--- src/rtl/uart_tx_arbiter.sv ---
// Two-requester 8N1 UART transmitter with round-robin arbitration and owner lock.
// Define UART_TX_ARB_FIXED_PRIO_EN to make requester 0 win every simultaneous request.
module uart_tx_arbiter #(
   parameter int BAUD_PER = 10416
) (
   input  logic       clk,
   input  logic       rst,
   input  logic       req0_valid,
   input  logic [7:0] req0_data,
   input  logic       req0_lock,
   output logic       req0_ready,
   input  logic       req1_valid,
   input  logic [7:0] req1_data,
   input  logic       req1_lock,
   output logic       req1_ready,
   output logic       tx,
   output logic       busy,
   output logic [1:0] grant
);

   // state | meaning
   // IDLE  | line high, arbitrating, accepts at most one byte per cycle
   // START | start bit (low) for BAUD_PER cycles
   // DATA  | eight data bits, LSB first, BAUD_PER cycles each
   // STOP  | stop bit (high) for BAUD_PER cycles, then back to IDLE
   typedef enum logic [1:0] {IDLE, START, DATA, STOP} state_t;

   localparam logic [13:0] BAUD_LAST = 14'(BAUD_PER - 1);

   state_t      state_q, state_d;
   logic [13:0] baud_q;
   logic [2:0]  bit_q;
   logic [7:0]  shift_q;
   logic        tx_q;
   logic [1:0]  grant_q;
   logic        lock_q;
   logic        pick0, pick1;
   logic        owner_locked;
   logic        baud_wrap;

   assign baud_wrap = (baud_q == BAUD_LAST);

   always_comb begin
      pick0        = 1'b0;
      pick1        = 1'b0;
      owner_locked = lock_q && ((grant_q[0] && req0_lock) || (grant_q[1] && req1_lock));
      if (state_q == IDLE && !rst) begin
         if (owner_locked) begin
            // a locked owner keeps the line even while it has nothing to send
            pick0 = grant_q[0] && req0_valid;
            pick1 = grant_q[1] && req1_valid;
         end else if (req0_valid && req1_valid) begin
`ifdef UART_TX_ARB_FIXED_PRIO_EN
            pick0 = 1'b1;
`else
            pick1 = grant_q[0];
            pick0 = !grant_q[0];
`endif
         end else begin
            pick0 = req0_valid;
            pick1 = req1_valid;
         end
      end
   end

   always_comb begin
      state_d = state_q;
      case (state_q)
         IDLE:    if (pick0 || pick1) state_d = START;
         START:   if (baud_wrap) state_d = DATA;
         DATA:    if (baud_wrap && bit_q == 3'd7) state_d = STOP;
         STOP:    if (baud_wrap) state_d = IDLE;
         default: state_d = IDLE;
      endcase
   end

   always_ff @(posedge clk) begin
      if (rst) begin
         state_q <= IDLE;
         baud_q  <= '0;
         bit_q   <= '0;
         shift_q <= '0;
         tx_q    <= 1'b1;
         grant_q <= 2'b00;
         lock_q  <= 1'b0;
      end else begin
         state_q <= state_d;
         if (state_q == IDLE) begin
            baud_q <= '0;
            bit_q  <= '0;
            if (pick0 || pick1) begin
               tx_q    <= 1'b0;
               shift_q <= pick1 ? req1_data : req0_data;
               grant_q <= {pick1, pick0};
               lock_q  <= pick1 ? req1_lock : req0_lock;
            end
         end else begin
            baud_q <= baud_wrap ? 14'd0 : baud_q + 14'd1;
            if (baud_wrap) begin
               case (state_q)
                  START: begin
                     tx_q    <= shift_q[0];
                     shift_q <= {1'b0, shift_q[7:1]};
                  end
                  DATA: begin
                     bit_q <= bit_q + 3'd1;
                     if (bit_q == 3'd7) begin
                        tx_q <= 1'b1;
                     end else begin
                        tx_q    <= shift_q[0];
                        shift_q <= {1'b0, shift_q[7:1]};
                     end
                  end
                  default: tx_q <= 1'b1;
               endcase
            end
         end
      end
   end

   assign req0_ready = pick0;
   assign req1_ready = pick1;
   assign tx         = tx_q;
   assign busy       = (state_q != IDLE);
   assign grant      = grant_q;

endmodule

--- config.mk ---
export PLATFORM = sky130hd
export DESIGN_NAME = uart_tx_arbiter
export DESIGN_NICKNAME = d
export VERILOG_FILES = /design/src/rtl/uart_tx_arbiter.sv
export SDC_FILE = /design/constraint.sdc
export NUM_CORES = 1
export LEC_CHECK = 0
export BUFFER_PORTS_ARGS = -buffer_cell sky130_fd_sc_hd__buf_2
export CORE_UTILIZATION = 49
export DETAILED_ROUTE_END_ITERATION = 10
export PLACE_DENSITY = 0.74
export SLEW_MARGIN = 20
export SYNTH_ARGS = -nofsm -noshare
export SYNTH_HDL_FRONTEND = slang
export SYNTH_SLANG_ARGS = --single-unit
--- constraint.sdc ---
create_clock -name clk -period 2.15 [get_ports clk]
set_input_delay 0.215 -clock clk [delete_from_list [all_inputs] [get_ports clk]]
set_output_delay 0.215 -clock clk [all_outputs]
set_load 0.005 [all_outputs]
After elaboration in Yosys (flattened, before gate mapping). Cells that the tools add are included.

Memory bits (writable): 0. Bits in read-only memories: 0. Bits in latches: 0. Memories: 0. Flip-flop bits (word level): 31. Logic and storage cells: 65. Bits of input ports: 22.

Bitwise operators: 0. $add $sub $neg: 2. Divide/modulo/power cells: 0. $lt $le $gt $ge: 0. Shift-type cells: 0. Multipliers: 0. Reductions and logical operators: 23. Mux-type cells: 23. Eq/ne operators: 10.

Operators with widths (number): $mux 8 (5); $pmux 8 s2 (1); $add 14x1->14 const B (1); $eq 14x14->1 const B (1); $mux 1 (11); $logic_and 1x1->1 (8); $mux 2 (4); $ne 2x2->1 const B (4); $pmux 2 s4 (1); $reduce_and 4->1 (2); $reduce_and 2->1 (3); $eq 2x2->1 const B (2); $reduce_bool 2->1 (2); $add 3x1->3 const B (1); $eq 3x3->1 const B (1); $ne 3x3->1 const B (1); $reduce_bool 3->1 (1); $reduce_or 3->1 (1); $eq 2x1->1 const B (1); $logic_not 1->1 (2); $logic_not 2->1 (1); $logic_or 1x1->1 (2); $pmux 1 s2 (1); $reduce_or 2->1 (1).

Logic depth before layout (Yosys ltp).
Word-level depth: 8. Gate-level depth with buffers: 9. Depth with buffers taken out: 8.

Least setup slack after synthesis. Ideal clock, no wire load.

Path type: register to register. Start point: register state_q[0]. End point: register shift_q[0]. Path slack: 0.100 ns. Arrival time: 1.908 ns. Clock period less this slack: 2.050 ns. Buffers on the path: 2. Stages on the path, launching flop included: 9. Required time: 2.009 ns. Path through: dfxtp_1 > inv_1 > ha_1 > clkbuf_1 > nor2b_1 > o2111a_1 > clkbuf_1 > mux2i_1 > a211oi_1.

Longest elaborated chain between the ends: 6.

Ends and longest elaborated chain: start: declaration (RTL line 30) `state_t state_q, state_d;`; start signal: assignment (RTL line 87) `state_q <= state_d;`; $logic_not 2->1 * (RTL line 47) `if (state_q == IDLE && !rst) begin`; $logic_and 1x1->1 * (RTL line 47); $mux 1 * (RTL line 47); via req1_ready (RTL line 15) `output logic req1_ready,`; $logic_or 1x1->1 or $mux 8 (tied branches) (RTL line 91, 93); $ne 2x2->1 (no source line) or $mux 8 (tied branches); $reduce_and 4->1 (no source line) or $mux 8 (tied branches); end signal: assignment (RTL line 93) `shift_q <= pick1 ? req1_data : req0_data;`; end signal: assignment (RTL line 103) `shift_q <= {1'b0, shift_q[7:1]};`; end signal: assignment (RTL line 111) `shift_q <= {1'b0, shift_q[7:1]};`; end: declaration (RTL line 33) `logic [7:0] shift_q;`.

The timed path passes the listed nets; every way through them passes the cells marked *. The select of a mux whose other input is x is not followed. A chain may end at the register's enable or synchronous reset.

Worst setup path after layout.
Start point: register baud_q[10]. End point: register shift_q[0].

Longest elaborated chain between the ends: 3.

Ends and longest elaborated chain: start: declaration (RTL line 31) `logic [13:0] baud_q;`; start signal: assignment (RTL line 98) `baud_q <= baud_wrap ? 14'd0 : baud_q + 14'd1;`; $eq 14x14->1 (RTL line 41) `assign baud_wrap = (baud_q == BAUD_LAST);`; $reduce_bool 2->1 (no source line); $reduce_and 4->1 (no source line).

Every way passes these cells.

==> impl_metrics.env <==
export IMPL_outcome="finished, final reports clean"
export IMPL_ir_drop_uv=509
export IMPL_crit_type="reg -> reg"
export IMPL_final_util_pct=62.9
export IMPL_track_usage_pct=21.6
export IMPL_grt_start_max_net_pins=19
export IMPL_vias_per_cell=5.49
export IMPL_clockBufferDepth=2
export IMPL_num_rows=20
export IMPL_finalNonFillerCells=256
export IMPL_synth_top_cell_by_area="dfxtp_1"
export IMPL_die_area_um2=3440
export IMPL_cts_tree="built"
export IMPL_synth_ff_type="dfxtp_1"
export IMPL_insertedDiodeCount=0
export IMPL_cp_data_required_time_ns=2.42
export IMPL_setup_viol=0
export IMPL_cp_data_arrival_time_ns=2.39
export IMPL_antenna_found_initial=0
export IMPL_syn_nets=203
export IMPL_avgRoutedWirePerCell_um=13.5
export IMPL_clockRootBuffer="clkbuf_4"
export IMPL_crit_fanout=8
export IMPL_cts_hold_fix_buffers=0
export IMPL_clk_pin_slew_ns=0.11
export IMPL_worst_slew_pin_slew_ns=0.406
export IMPL_drv_cap=0
export IMPL_drt_iter0_drc=54
export IMPL_remaining_drc_errors=0
export IMPL_firstDrtPassIters=4
export IMPL_dp_cells=248
export IMPL_p_leak_nw=0.785
export IMPL_rsz0062_at_grt="yes"
export IMPL_ys_seq_area_share_pct=39.5
export IMPL_ys_async_sr_fraction_pct=0
export IMPL_final_hold_violation_count=0
export IMPL_syn_to_final_growth_pct=22.1
export IMPL_die_width_um=58.7
export IMPL_dpl_instance_area_um2=1800
export IMPL_post_route_min_period_ns=2.11
export IMPL_synth_seq_cells=31
export IMPL_clock_skew_ns=0.0181
export IMPL_worstSetupEndpointType="flip-flop"
export IMPL_die_h_um=58.7
export IMPL_fmax_mhz=473
export IMPL_ioPinCount=28
export IMPL_num_vias=1406
export IMPL_drive_gt1_share_pct=26.9
export IMPL_syn_area_per_cell_um2=9.04
export IMPL_synth_edf_count=0
export IMPL_ant_nets=0
export IMPL_synth_cell_types=38
export IMPL_clock_sinks=31
export IMPL_overflow=0
export IMPL_start_util_pct=51.5
export IMPL_clk_latency_ns=0.35
export IMPL_fin_nets=240
export IMPL_hpwl_mm=2.63
export IMPL_drv_slew=0
export IMPL_cts_buffers_inserted=5
export IMPL_slew_headroom_pct=72.8
export IMPL_final_area_um2=1920
export IMPL_finalSetupTns_ns=0
export IMPL_syn_inst=174
export IMPL_gp_congestion=0.826
export IMPL_synthTopCellsByArea="dfxtp_1 (39%), mux2i_1 (6.4%), ha_1 (5.6%), xor2_1 (4.5%), nor2_1 (4.3%)"
export IMPL_netlist_area_um2=1570
export IMPL_portBuffers=27
export IMPL_critPathLaunchType="flip-flop"
export IMPL_powerDensity_nw_per_um2=957
export IMPL_synth_top_cell_area_share_pct=39.5
export IMPL_yosysWarnings=0
export IMPL_drt_total_wl_mm=3.46
export IMPL_hold_path_class="in -> reg"
export IMPL_htreeDepth=2
export IMPL_grt_pass1_vias=1369
export IMPL_grt_pass1_wl_mm=5.53
export IMPL_fin_crit_sh_pct=98.3
export IMPL_core_area_um2=3050
-- cells by family after synthesis --
group           count (synthesis)  synth area share [%]
compound gates                 36                  16.9
xor+xnor                       11                  6.13
fa+ha+maj                       7                  5.57
buf+inv                        13                  3.18
flops                          31                  39.5
mux                            11                  7.08
simple gates                   65                  21.7
-- stage by stage --
stage / hold WS, ns / total power, mW / setup WS (ns)
5_1_grt: 0.195 / 1.94 / -0.0246
3_5_place_dp: 0.478 / 1.32 / 0.0193
4_1_cts: 0.165 / 1.81 / 0.00755
6_report: 0.172 / 1.84 / 0.0362
3_3_place_gp: 0.427 / 1.27 / 0.0934
2_1_floorplan: 0.374 / 1.11 / 0.100
-- final timing paths --
check / start / to / slack, ns / cells past startpoint
max: baud_q[10] / shift_q[0] / 0.04 / 5
min: req0_lock / lock_q / 0.17 / 3
max reg2reg: baud_q[10] / shift_q[0] / 0.04 / 5
min reg2reg: baud_q[0] / baud_q[0] / 0.49 / 1
-- worst max-delay path, cell delays in order, from the launching register on --
cell and delay, ns:
dfxtp_1 0.33, or4_4 0.53, or4_4 0.53, o22ai_4 0.26, o22ai_1 0.14, a211oi_1 0.23
-- area by class of cell --
type,count,area (um2)
tap,44,55.1
inverter,8,30.0
clock inverter,2,35.0
fill,276,1130
multi-input combinational,130,931
sequential,31,623
clock buffer,6,51.3
timing repair buffer,35,195
-- Yosys cell counts, types with 4 or more instances --
cell type and count:
o22ai_1 8, inv_1 8, dfxtp_1 31, nor3_1 4, nand4_1 4, nand2_1 14, xor2_1 8, a21oi_1 6
nor2_1 18, clkbuf_1 4, a211oi_1 8, ha_1 7, nand3_1 7, mux2i_1 10
-- layout by cell type, fill, tap and decap left out, types with 2 or more instances in the layout --
cell	count
o22ai_1	8
dfxtp_2	2
o21ai_0	2
a211oi_1	7
a21oi_1	6
ha_1	6
nor3_1	4
buf_4	8
nor2_1	18
xnor2_1	3
and3_1	3
or3_1	3
mux2i_1	10
xor2_1	8
nand4_1	4
inv_1	8
nand4b_1	2
clkbuf_4	5
nand2_1	14
and2_1	2
a21o_1	3
nand2b_1	2
or4_4	2
dfxtp_1	29
buf_2	27
nand3_1	6
-- per-layer routing --
metal | GRT usage [%] | wire, um | vias up
met1 | 22.9 | 1450 | 677
met5 | 0 | 0 | -
met4 | 11.2 | 69 | 0
met2 | 39.9 | 1850 | 16
met3 | 4.62 | 82 | 7
li1 | - | - | 706
-- sequential cells by signal, summed over array words and instances (netlist names) --
signal	count
baud_q	14
shift_q	8
bit_q	3
grant	2
state_q	2
lock_q	1
tx	1
-- timing repair --
item                                    4_1_cts  5_1_grt
gates resized for setup                       1        7
setup buffers                                 0        0
pin swaps                                     0        2
endpoints found under the setup margin        1        9
-- report_power, final --
group,leakage (nW),switching (mW),internal (mW)
Sequential,0.253,0.0626,0.657
Clock,0.0482,0.219,0.275
Combinational,0.484,0.338,0.286
Total,0.785,0.620,1.22
No activity file was read; power rests on OpenSTA's default activity.
